**src/rtl/generic_rr_arb.sv**
```systemverilog
// generic_rr_arb: registered round-robin / fixed-priority arbiter with data mux.
// The winner's data, one-hot grant and binary index are captured into a
// single output register behind a valid/ready handshake.
// Optional multi-beat lock: define GENERIC_RR_ARB_LOCK_EN.

// Per-requester qualification: eligibility under the lock and whether the
// requester sits at or above the round-robin pointer.
module generic_rr_arb_lane #(
    parameter int IDX  = 0,
    parameter int SIZE = 1
) (
    input  logic            req,
    input  logic            lock_ok,
    input  logic [SIZE-1:0] ptr,
    output logic            elig,
    output logic            upper
);
    localparam logic [SIZE-1:0] IDX_S = SIZE'(IDX);

    // Upper-half membership drives the wrap-around scan.
    assign elig  = req & lock_ok;
    assign upper = elig && (IDX_S >= ptr);
endmodule

module generic_rr_arb #(
    parameter int WIDTH      = 8,
    parameter int DATA_WIDTH = 4,
    parameter int SIZE       = ($clog2(WIDTH) > 1) ? $clog2(WIDTH) : 1,
    parameter int MODE_RR    = 1
) (
    input  logic                             clk,
    input  logic                             reset_n,
    input  logic [WIDTH-1:0]                 req_in,
    input  logic [WIDTH-1:0]                 last_in,
    input  logic [WIDTH-1:0][DATA_WIDTH-1:0] data_in,
    output logic [WIDTH-1:0]                 req_ack,
    output logic                             out_valid,
    input  logic                             out_ready,
    output logic [DATA_WIDTH-1:0]            out_data,
    output logic [WIDTH-1:0]                 out_grant,
    output logic [SIZE-1:0]                  out_enc
);
    logic [SIZE-1:0]  ptr;
    logic [WIDTH-1:0] lock_mask;
    logic [WIDTH-1:0] elig;
    logic [WIDTH-1:0] upper;
    logic [WIDTH-1:0] pick;
    logic [WIDTH-1:0] onehot;
    logic [SIZE-1:0]  win;
    logic             load;
    logic             ptr_adv;

`ifdef GENERIC_RR_ARB_LOCK_EN
    logic             locked;
    logic [SIZE-1:0]  lock_idx;

    // While locked only the lock holder may be arbitrated.
    always_comb begin
        lock_mask = '1;
        if (locked) lock_mask = WIDTH'(1) << lock_idx;
    end

    // Pointer is frozen for continuation beats of a locked transfer.
    assign ptr_adv = !locked || last_in[win];

    // Lock taken on a non-final beat, released on the final beat.
    always_ff @(posedge clk or negedge reset_n) begin
        if (!reset_n) begin
            locked   <= 1'b0;
            lock_idx <= '0;
        end else if (load) begin
            if (!last_in[win]) begin
                locked   <= 1'b1;
                lock_idx <= win;
            end else begin
                locked   <= 1'b0;
            end
        end
    end
`else
    logic unused_last;

    assign lock_mask   = '1;
    assign ptr_adv     = 1'b1;
    assign unused_last = ^last_in;
`endif

    for (genvar g = 0; g < WIDTH; g++) begin : g_lane
        generic_rr_arb_lane #(.IDX(g), .SIZE(SIZE)) u_lane (
            .req     (req_in[g]),
            .lock_ok (lock_mask[g]),
            .ptr     (ptr),
            .elig    (elig[g]),
            .upper   (upper[g])
        );
    end

    // Winner: lowest eligible at/above ptr, else wrap to lowest eligible overall.
    always_comb begin
        pick = (|upper) ? upper : elig;
        win  = '0;
        for (int i = WIDTH - 1; i >= 0; i--) begin
            if (pick[i]) win = SIZE'(i);
        end
    end

    assign onehot  = WIDTH'(1) << win;
    assign load    = (|elig) && (!out_valid || out_ready);
    assign req_ack = load ? onehot : '0;

    // Round-robin pointer: one past the winner, modulo WIDTH.
    always_ff @(posedge clk or negedge reset_n) begin
        if (!reset_n) begin
            ptr <= '0;
        end else if ((MODE_RR != 0) && load && ptr_adv) begin
            ptr <= (win == SIZE'(WIDTH - 1)) ? '0 : win + 1'b1;
        end
    end

    // Output slice: load replaces the beat, otherwise ready retires it.
    always_ff @(posedge clk or negedge reset_n) begin
        if (!reset_n) begin
            out_valid <= 1'b0;
            out_data  <= '0;
            out_grant <= '0;
            out_enc   <= '0;
        end else if (load) begin
            out_valid <= 1'b1;
            out_data  <= data_in[win];
            out_grant <= onehot;
            out_enc   <= win;
        end else if (out_ready) begin
            out_valid <= 1'b0;
        end
    end
endmodule

```
**config.mk**
```make
export PLATFORM = sky130hd
export DESIGN_NAME = generic_rr_arb
export DESIGN_NICKNAME = d
export VERILOG_FILES = /design/src/rtl/generic_rr_arb.sv
export SDC_FILE = /design/constraint.sdc
export NUM_CORES = 1
export LEC_CHECK = 0
export CAP_MARGIN = 20
export CORE_MARGIN = 1.5
export CORE_UTILIZATION = 44
export CTS_BUF_LIST = sky130_fd_sc_hd__clkbuf_16
export DETAILED_ROUTE_END_ITERATION = 6
export GPL_TIMING_DRIVEN = 0
export PLACE_DENSITY_LB_ADDON = 0.12
export SLEW_MARGIN = 20
export SYNTH_ARGS = -nofsm -noshare
export SYNTH_HDL_FRONTEND = slang
export SYNTH_HIERARCHICAL = 1
export SYNTH_SLANG_ARGS = --single-unit
```
**constraint.sdc**
```tcl
create_clock -name clk -period 6.3 [get_ports clk]
set_input_delay 1.26 -clock clk [delete_from_list [all_inputs] [get_ports clk]]
set_output_delay 1.26 -clock clk [all_outputs]
set_load 0.03 [all_outputs]
```
==> flow_summary.yaml <==
outcome:
  status: "finished clean"
layout:
  drive_gt1_share_pct: 15.0
  layout_common_cells: "66 x clkdlybuf4s50_1, 19 x dfrtp_1, 15 x nand2_1"
  fin_util_pct: 70.5
  syn2layout_area_growth_pct: 54.7
  final_area_um2: 2350
  nNetsFinal: 284
  nFillCells: 256
  antenna_cells: 0
  mostFrequentLayoutCell: "clkdlybuf4s50_1"
synth:
  ys_seq_area_share_pct: 31.3
  synth_area_um2: 1520
  yosys_warnings: 6
  syn_avg_cell_area_um2: 10.4
  synthTopCellsByArea: "dfrtp_1 31%, mux4_2 5.9%, mux2i_1 5.3%"
  yosys.area.top_type: "dfrtp_1"
  ys.flop_type: "dfrtp_1"
  synth-edff-count: 0
  synth_top_area_share_pct: 31.3
  synthArstFlopShare_pct: 100
  netlist_instances: 147
  yosysUniqueCellTypes: 44
  synth_seq_cells: 19
clock_tree:
  h-tree-depth: 1
  clk_latency_ps: 250
  hold_buffers: 0
  root_buffer: "clkbuf_16"
  clock_path_buffers: 2
  tritoncts: "built"
  numCtsBuffers: 3
  postCtsSetupRepairBufs: 0
  clock_sinks: 19
  clk_pin_slew_ps: 50
  post_cts_resized: 0
power_and_ir_drop:
  p_leak_nw: 1.07
  power.density_nw_per_um2: 398
  peakVddDrop_mv: 0.290
  p_total_w: 0.000936
critical_path:
  crit_path_max_fanout: 11
  r2r_end: "out_grant[7]"
  ff2ff_path_depth: 12
  cp_slowest_cell: "clkdlybuf4s50_1"
  timing.rr.start: "ptr[1]"
  crit_buf_inv: 5
  cp-start-kind: "input port"
  crit_cells: 14
  path_cells: "clkdlybuf4s50_1, and2_4, nor4b_4, nor4_4, nand2_2, o31ai_4, o221ai_4, buf_8, inv_1, ha_1, ha_1, inv_1, nor2_1, clkdlybuf4s50_1"
  arrival_ps: 4600
  startpoint: "req_in[0]"
  criticalPathCategory: "in -> out"
  max_stage_delay_ps: 690
  cp.required_ps: 5040
  cp-end-kind: "output port"
  r2r_setup_slack_ps: 3280
  cp_top_family: "buffers and inverters"
  critPathCapture: "req_ack[7]"
sta:
  finalCritPeriodShare_pct: 93.1
  fin_worst_skew_ps: 5.57
  rsz0062_at_grt: "false"
  max_freq_mhz: 171
  setup_violations: 0
  finalHoldViolations: 0
  period_needed_ps: 5860
  slew_violations: 0
  worst_pin_slew_ps: 854
  relSlewSlack_pct: 42.9
  setup_tns_ps: 0
place:
  placed_area_um2: 2270
  gp_congestion: 0.838
  portBuffers: 66
  hpwl_mm: 3.00
grt:
  antenna_found_initial: 0
  grt-ovfl-total: 0
  grt_max_degree: 20
  grt_pass1_wl_mm: 5.99
  track_usage_pct: 21.3
  grt_pass1_vias: 1380
die:
  initial_utilization_pct: 45.6
  io_pins: 75
  core_um2: 3340
  fp-row-count: 21
  die_x_um: 61.8
  die_area_um2: 3820
  dieHeight_um: 61.8
min_path:
  min_path_type: "reg -> reg"
  holdPathStages: 1
route:
  wl_met1_mm: 1.61
  drt_wl_total_mm: 3.80
  drt-initial-drc-count: 56
  vias_per_cell: 5.13
  drt.antenna.violating_nets: 0
  wl_met3_um: 214
  firstDrtPassIters: 4
  dr.max_layer_used: "met4"
  wire_per_inst_um: 14.0
  vias: 1396
  drcViolationCount: 0
  routed-wl-met2_mm: 1.96
run:
  cap_violations: 0
==> where the power goes <==
part	leakage (nW)	internal, W	total [W]	switching (W)
Clock	0.0409	0.0000852	0.000134	0.0000491
Sequential	0.240	0.000173	0.000224	0.0000507
Combinational	0.789	0.000275	0.000578	0.000303
==> metrics by stage <==
stage,setup slack [ps],hold WS (ps),instances
after floorplan,1430,560,156
after global placement,482,457,268
after detailed placement,417,465,268
after CTS,420,477,272
after global routing,228,486,272
final,437,473,272
==> layer usage <==
layer / GRT usage [%] / vias up
met3: 5.38 / 2
met5: 0 / -
li1: - / 682
met1: 26.2 / 662
met2: 37.6 / 50
met4: 5.17 / 0
==> cell usage after synthesis (all sizes together) (2+ instances only) <==
| master | instances |
|---|---|
| a21boi | 2 |
| a21o | 9 |
| a21oi | 2 |
| a311o | 2 |
| a41oi | 2 |
| and2 | 15 |
| buf | 2 |
| clkbuf | 3 |
| dfrtp | 19 |
| ha | 6 |
| inv | 8 |
| mux2 | 5 |
| mux2i | 8 |
| mux4 | 4 |
| nand2 | 16 |
| nand2b | 4 |
| nor2 | 11 |
| nor4 | 2 |
| o211ai | 5 |
| o21ai | 4 |
| o31ai | 2 |
| or2 | 2 |
==> final cells by class <==
class	instances	area (um2)	area share, %
Multi-Input combinational cell	124	1020	43.2
Timing Repair Buffer	66	661	28.1
Sequential cell	19	475	20.2
Clock buffer	3	75.1	3.19
Tap cell	46	57.6	2.45
Buffer	5	33.8	1.44
Inverter	8	30.0	1.28
Clock inverter	1	5.00	0.213
==> state kept, by name (all words and copies together) (netlist names) <==
| register | count |
|---|---|
| out_grant | 8 |
| out_data | 4 |
| out_enc | 3 |
| ptr | 3 |
| out_valid | 1 |
==> worst min path at each step <==
stage | slack, ps | endpoint | startpoint
floorplan | 560 | ptr[0] | ptr[0]
global placement | 460 | out_grant[2] | out_grant[2]
detailed placement | 460 | out_grant[1] | out_grant[1]
CTS | 480 | out_grant[1] | out_grant[1]
global route | 490 | out_enc[2] | out_enc[2]
finish | 470 | out_grant[1] | out_grant[1]
==> kinds of logic (layout without fill, tap and decap cells) <==
family                   count (synthesis)  in the layout  synth area share (%)
other                                    1             10                 0.246
adder cells (fa/ha/maj)                  6              6                  4.93
AO/OA/AOI/OAI                           35             35                  22.3
buffers and inverters                   13             83                  4.19
multiplexers                            17             17                  14.9
flip-flops                              19             19                  31.3
AND/OR/NAND/NOR                         56             56                  22.2
==> worst register-to-register path, cell delays in order, from the launching register on <==
cell	delay (ps)
dfrtp_1	520
and4bb_1	360
nor4_4	440
a31o_2	230
a21oi_2	50
o221ai_4	360
buf_8	210
inv_1	90
ha_1	200
ha_1	190
inv_1	60
nor2_1	50
a21o_1	160
Power figures use the tool's default switching activity.
